## src/rtl/temporizador_pkg.sv

```systemverilog
// ============================================================================
// Module  : temporizador_pkg
// Brief   : Shared types and helpers for the countdown timer.
// Revision: 1.0 - initial release
// ============================================================================
`default_nettype none

package temporizador_pkg;

  localparam int TIEMPO_W = 5;

  typedef enum logic [1:0] {
    IDLE     = 2'd0,
    CONTANDO = 2'd1,
    ALARMA   = 2'd2,
    PAUSA    = 2'd3
  } estado_t;

  // Values up to 39 fit the 2-bit tens digit, so the full 5-bit range is safe.
  function automatic logic [5:0] bin2bcd(input logic [TIEMPO_W-1:0] bin);
    logic [1:0] tens;
    logic [3:0] units;
    if (bin >= 5'd30) begin
      tens  = 2'd3;
      units = 4'(bin - 5'd30);
    end else if (bin >= 5'd20) begin
      tens  = 2'd2;
      units = 4'(bin - 5'd20);
    end else if (bin >= 5'd10) begin
      tens  = 2'd1;
      units = 4'(bin - 5'd10);
    end else begin
      tens  = 2'd0;
      units = 4'(bin);
    end
    return {tens, units};
  endfunction

endpackage

`default_nettype wire

```

## src/rtl/divisor_segundo.sv

```systemverilog
// ============================================================================
// Module  : divisor_segundo
// Brief   : Prescaler producing a one-cycle tick every CLK_HZ enabled cycles.
// Revision: 1.0 - initial release
// ============================================================================
`default_nettype none

module divisor_segundo #(
  parameter int CLK_HZ = 100_000_000
) (
  input  logic clk,
  input  logic rst_n,
  input  logic i_clr,
  input  logic i_en,
  output logic o_tick
);

  localparam int CNT_W = (CLK_HZ > 1) ? $clog2(CLK_HZ) : 1;
  localparam logic [CNT_W-1:0] c_ultimo = CNT_W'(CLK_HZ - 1);

  logic [CNT_W-1:0] r_cuenta;

  assign o_tick = i_en && (r_cuenta == c_ultimo);

  // Clear has priority; when disabled the count is frozen, not reset.
  always_ff @(posedge clk or negedge rst_n) begin
    if (!rst_n) begin
      r_cuenta <= '0;
    end else if (i_clr || o_tick) begin
      r_cuenta <= '0;
    end else if (i_en) begin
      r_cuenta <= r_cuenta + 1'b1;
    end
  end

endmodule

`default_nettype wire

```

## src/rtl/temporizador_regresivo.sv

```systemverilog
// ============================================================================
// Module  : temporizador_regresivo
// Brief   : Seconds countdown with BCD outputs, end pulse and timed alarm.
//           Optional pause on start pulse: define TEMPORIZADOR_PAUSA_EN.
// Revision: 1.0 - initial release
// ============================================================================
`default_nettype none

module temporizador_regresivo
  import temporizador_pkg::*;
#(
  parameter int CLK_HZ     = 100_000_000,
  parameter int TIEMPO_MAX = 20,
  parameter int ALARMA_SEG = 3
) (
  input  logic                clk,
  input  logic                rst_n,
  input  logic [TIEMPO_W-1:0] i_tiempo_in,
  input  logic                i_habilitado,
  input  logic                i_inicio,
  output logic [TIEMPO_W-1:0] o_restante,
  output logic [1:0]          o_decenas,
  output logic [3:0]          o_unidades,
  output logic                o_contando,
  output logic                o_fin,
  output logic                o_alarma
);

  localparam int SEG_W = (ALARMA_SEG > 1) ? $clog2(ALARMA_SEG) : 1;
  localparam logic [SEG_W-1:0]    c_seg_ultimo = SEG_W'(ALARMA_SEG - 1);
  localparam logic [TIEMPO_W-1:0] c_tiempo_max = TIEMPO_W'(TIEMPO_MAX);

  estado_t             r_estado;
  estado_t             w_estado_sig;
  logic [TIEMPO_W-1:0] w_limitado;
  logic [TIEMPO_W-1:0] r_restante;
  logic [TIEMPO_W-1:0] w_restante_sig;
  logic [1:0]          r_decenas;
  logic [3:0]          r_unidades;
  logic [5:0]          w_bcd;
  logic                r_fin;
  logic                w_fin_sig;
  logic                r_alarma;
  logic                w_alarma_sig;
  logic [SEG_W-1:0]    r_seg;
  logic                w_tick;
  logic                w_en_div;
  logic                w_clr;
  logic                w_ultimo_seg;
  logic                w_pausa_conmuta;

  assign w_limitado   = (i_tiempo_in > c_tiempo_max) ? c_tiempo_max : i_tiempo_in;
  assign w_en_div     = (r_estado == CONTANDO) || (r_estado == ALARMA);
  assign w_ultimo_seg = w_tick && (r_seg == c_seg_ultimo);

`ifdef TEMPORIZADOR_PAUSA_EN
  // Pausing and resuming keep the partial second instead of restarting it.
  assign w_pausa_conmuta = (r_estado == PAUSA) != (w_estado_sig == PAUSA);
`else
  assign w_pausa_conmuta = 1'b0;
`endif

  assign w_clr = !i_habilitado || ((w_estado_sig != r_estado) && !w_pausa_conmuta);

  divisor_segundo #(
    .CLK_HZ (CLK_HZ)
  ) u_divisor (
    .clk    (clk),
    .rst_n  (rst_n),
    .i_clr  (w_clr),
    .i_en   (w_en_div),
    .o_tick (w_tick)
  );

  always_ff @(posedge clk or negedge rst_n) begin
    if (!rst_n) begin
      r_estado <= IDLE;
    end else begin
      r_estado <= w_estado_sig;
    end
  end

  always_comb begin
    w_estado_sig = r_estado;
    if (!i_habilitado) begin
      w_estado_sig = IDLE;
    end else begin
      case (r_estado)
        IDLE: begin
          if (i_inicio && (w_limitado != '0)) w_estado_sig = CONTANDO;
        end
        CONTANDO: begin
          if (w_tick && (r_restante <= TIEMPO_W'(1))) begin
            w_estado_sig = ALARMA;
          end
`ifdef TEMPORIZADOR_PAUSA_EN
          else if (i_inicio) begin
            w_estado_sig = PAUSA;
          end
`endif
        end
        ALARMA: begin
          if (i_inicio || w_ultimo_seg) w_estado_sig = IDLE;
        end
`ifdef TEMPORIZADOR_PAUSA_EN
        PAUSA: begin
          if (i_inicio) w_estado_sig = CONTANDO;
        end
`endif
        default: w_estado_sig = IDLE;
      endcase
    end
  end

  always_comb begin
    w_restante_sig = r_restante;
    w_fin_sig      = 1'b0;
    w_alarma_sig   = 1'b0;
    if (!i_habilitado) begin
      w_restante_sig = '0;
    end else begin
      case (r_estado)
        IDLE: w_restante_sig = w_limitado;
        CONTANDO: begin
          if (w_tick) begin
            if (r_restante != '0) w_restante_sig = r_restante - 1'b1;
            if (r_restante == TIEMPO_W'(1)) begin
              w_fin_sig    = 1'b1;
              w_alarma_sig = 1'b1;
            end
          end
        end
        ALARMA: begin
          w_restante_sig = '0;
          w_alarma_sig   = !(i_inicio || w_ultimo_seg);
        end
        default: w_restante_sig = r_restante;
      endcase
    end
  end

  assign w_bcd = bin2bcd(w_restante_sig);

  always_ff @(posedge clk or negedge rst_n) begin
    if (!rst_n) begin
      r_restante <= '0;
      r_decenas  <= '0;
      r_unidades <= '0;
      r_fin      <= 1'b0;
      r_alarma   <= 1'b0;
      r_seg      <= '0;
    end else begin
      r_restante <= w_restante_sig;
      r_decenas  <= w_bcd[5:4];
      r_unidades <= w_bcd[3:0];
      r_fin      <= w_fin_sig;
      r_alarma   <= w_alarma_sig;
      if (w_estado_sig != ALARMA) begin
        r_seg <= '0;
      end else if ((r_estado == ALARMA) && w_tick) begin
        r_seg <= r_seg + 1'b1;
      end
    end
  end

  assign o_restante = r_restante;
  assign o_decenas  = r_decenas;
  assign o_unidades = r_unidades;
  assign o_fin      = r_fin;
  assign o_alarma   = r_alarma;
  assign o_contando = (r_estado == CONTANDO) || (r_estado == PAUSA);

endmodule

`default_nettype wire

```

## config.mk

```make
export PLATFORM = sky130hd
export DESIGN_NAME = temporizador_regresivo
export DESIGN_NICKNAME = d
export VERILOG_FILES = /design/src/rtl/temporizador_pkg.sv /design/src/rtl/divisor_segundo.sv /design/src/rtl/temporizador_regresivo.sv
export SDC_FILE = /design/constraint.sdc
export NUM_CORES = 1
export LEC_CHECK = 0
export BUFFER_PORTS_ARGS = -buffer_cell sky130_fd_sc_hd__buf_2
export CAP_MARGIN = 20
export CORE_ASPECT_RATIO = 1.75
export CORE_MARGIN = 4
export CORE_UTILIZATION = 65
export CTS_CLUSTER_SIZE = 16
export DETAILED_ROUTE_END_ITERATION = 10
export PLACE_DENSITY = 0.85
export SLEW_MARGIN = 20
export SYNTH_ARGS = -nofsm -noshare
export SYNTH_HDL_FRONTEND = slang
export SYNTH_SLANG_ARGS = --single-unit
```

## constraint.sdc

```tcl
create_clock -name clk -period 8.7 [get_ports clk]
set_input_delay 1.74 -clock clk [delete_from_list [all_inputs] [get_ports clk]]
set_output_delay 1.74 -clock clk [all_outputs]
set_load 0.02 [all_outputs]
```

==> impl_metrics.py <==
metrics = {
    "cells_and_area": {
        "areaGrowthSynthToFinish_pct": 7.692,
        "final_net_count": 351,
        "instances_no_fill": 380,
        "num_antenna_cells": 0,
        "final_core_util": 0.7375,
        "drive_gt1_frac": 0.1662,
    },
    "synthesis": {
        "syn_inst": 313,
        "synth_xor_xnor_area_share": 0.08168,
        "ys_seq_area_frac": 0.3717,
        "synth_compound_area_frac": 0.1443,
        "synth_edf_count": 0,
        "async_flop_share": 1.000,
        "synthSimpleGateAreaFrac": 0.2952,
        "ys.flop_type": "dfrtp_1",
        "syn_area_per_cell_um2": 9.250,
        "synth.area.mux_share": 0.006914,
        "yosysMostFrequentCell": "dfrtp_1",
        "syn_area_um2": 2895,
        "synth-seq-cells": 43,
        "synthAdderAreaFrac": 0.05186,
        "synth_cell_type_count": 72,
        "yosys-top-cells-count": "dfrtp_1, nor2_1, nand2_1",
        "syn-num-nets": 334,
        "netlist_top_cells_area": "dfrtp_1, xor2_1, nor2_1",
        "synth_top_area_frac": 0.3717,
        "synth_top_family_by_area": "simple AND/OR/NAND/NOR gates",
        "synth_warnings": 0,
        "yosysTopAreaCell": "dfrtp_1",
    },
    "clock_network": {
        "clock_path_buffers": 2,
        "cts_buffers": 5,
        "cts-root-buf": "clkbuf_8",
        "cts_tree": "yes",
        "clk_pin_slew_ns": 0.08,
        "post_cts_buffers": 0,
        "insertion_delay_ns": 0.30,
        "clkSinkCount": 43,
        "ctsHoldBuffers": 0,
        "htree_levels": 2,
        "post_cts_resized": 0,
    },
    "grt": {
        "antenna_found_initial": 0,
        "grt_remaining_overflow": 0,
        "grt_first_pass_wirelength_um": 11360,
        "grt_pass1_vias": 2496,
        "grtUsageTotal": 0.2640,
        "grt_max_degree": 44,
    },
    "run": {
        "cap_viol_max_count": 0,
    },
    "power": {
        "finalPower_uw": 455.4,
        "ir_worst_vdd_mv": 0.1436,
        "power.density_nw_per_um2": 146.0,
        "leakagePower_nw": 1.373,
    },
    "die": {
        "fp.coreArea_um2": 4228,
        "core.rowCount": 31,
        "dieHeight_um": 96.29,
        "start_util": 0.6848,
        "die_x_um": 58.45,
        "die_area_um2": 5628,
        "io_pins": 23,
    },
    "routing": {
        "vias_per_cell": 6.416,
        "drt_iter0_drc": 161,
        "wirelength_um": 6497,
        "dr.pass1.iters": 4,
        "detailroute.via_count": 2438,
        "post_drt_wl_per_cell_um": 17.10,
        "ant_nets": 0,
        "drc": 0,
    },
    "sta": {
        "tightest_slew_ns": 0.9443,
        "period_share": 0.4445,
        "hold_violations": 0,
        "slew-limit-headroom": 0.3705,
        "setup_viol": 0,
        "fin_crit_ns": 3.867,
        "fin_tns_setup_ns": 0,
        "skew_ns": 0.004694,
        "rsz0062_at_grt": "no",
        "drv_slew": 0,
        "timing.fmax_mhz": 258.6,
    },
    "setup_path": {
        "cp-end-kind": "register",
        "startpoint_type": "input port",
        "arrival_ns": 4.08,
        "crit_type": "in -> reg",
        "worstPathMaxFanout": 27,
        "required_ns": 8.91,
    },
    "placement": {
        "hpwlAfterDp_um": 4856,
        "dpl.cell_count": 372,
        "gp_congestion": 0.9160,
        "io_buffers": 22,
    },
    "outcome": {
        "status": "completed",
    },
    "hold_path": {
        "hp-class": "reg -> reg",
    },
}
-- where the power goes --
| part | switching, mW | leakage (nW) | internal (mW) |
|---|---|---|---|
| Sequential | 0.00595 | 0.592 | 0.205 |
| Combinational | 0.0533 | 0.719 | 0.0291 |
| Clock | 0.0690 | 0.0612 | 0.0929 |
-- routing by layer --
metal | share of wire | GRT usage | wire length [um] | vias to the layer above
met5 | 0 | 0 | 0 | -
met2 | 0.56 | 0.4841 | 3648 | 81
met1 | 0.36 | 0.2812 | 2339 | 1173
met3 | 0.042 | 0.03758 | 275 | 25
li1 | - | - | - | 1159
met4 | 0.036 | 0.1451 | 233 | 0
-- metrics by stage --
step | instance area (um2) | hold slack, ns | setup slack, ns
floorplan | 2895 | 0.4842 | 5.035
global placement | 3000 | 0.5050 | 4.666
detailed placement | 3000 | 0.5279 | 4.562
CTS | 3118 | 0.5466 | 4.839
global route | 3118 | 0.5972 | 4.709
finish | 3118 | 0.5385 | 4.833
-- registers in the layout, summed over array words and instances (netlist names) --
name and cells:
r_seg 2, o_decenas 2, o_unidades 4, o_restante 4
o_fin 1, u_divisor.r_cuenta 27, o_alarma 1, r_estado 2
-- path summary, 6_finish.rpt --
| kind | from | end | slack [ns] | cells after the start |
|---|---|---|---|---|
| max in group asynchronous | rst_n | o_decenas[1] | 6.53 | 1 |
| min reg2reg | r_seg[1] | r_seg[1] | 0.54 | 2 |
| max | i_tiempo_in[4] | u_divisor.r_cuenta[26] | 4.83 | 9 |
| min | r_seg[1] | r_seg[1] | 0.54 | 2 |
| min in group asynchronous | rst_n | o_fin | 1.57 | 1 |
| max reg2reg | r_estado[0] | u_divisor.r_cuenta[26] | 5.15 | 10 |
-- placed cells by master (no fill, tap or decap), types with 7 or more instances in the layout --
cell type,Yosys,layout
nor3_1,7,7
xor2_1,22,22
and3_1,10,10
nand3_1,19,19
nand2_1,23,23
buf_2,5,22
inv_1,15,15
nor2_1,41,41
a21oi_1,10,10
dfrtp_1,43,43
ha_1,12,12
nand4_1,12,12
o21ai_0,7,7
-- cell families after synthesis --
family,count (synthesis)
AO/OA/AOI/OAI,50
AND/OR/NAND/NOR,149
flip-flops,43
multiplexers,2
XOR/XNOR,27
buffers and inverters,30
adder cells (fa/ha/maj),12
-- final cells by class --
cell class | count | area [um2]
fillers | 333 | 1110
well taps | 49 | 61.31
flip-flops and latches | 43 | 1076
inverters | 18 | 73.82
repair buffers | 22 | 110.1
clock inverters | 2 | 35.03
multi-input cells | 240 | 1679
clock buffers | 6 | 82.58
-- critical path: stages --
cell and delay (ns):
buf_2 0.12, or4_1 0.54, o21ai_0 0.24, a21oi_1 0.12, and2_1 0.18, o21ai_1 0.12, nand3_1 0.10, a2111o_1 0.65
nor2_1 0.26
Note: power is estimated with default switching activity, not from simulation.
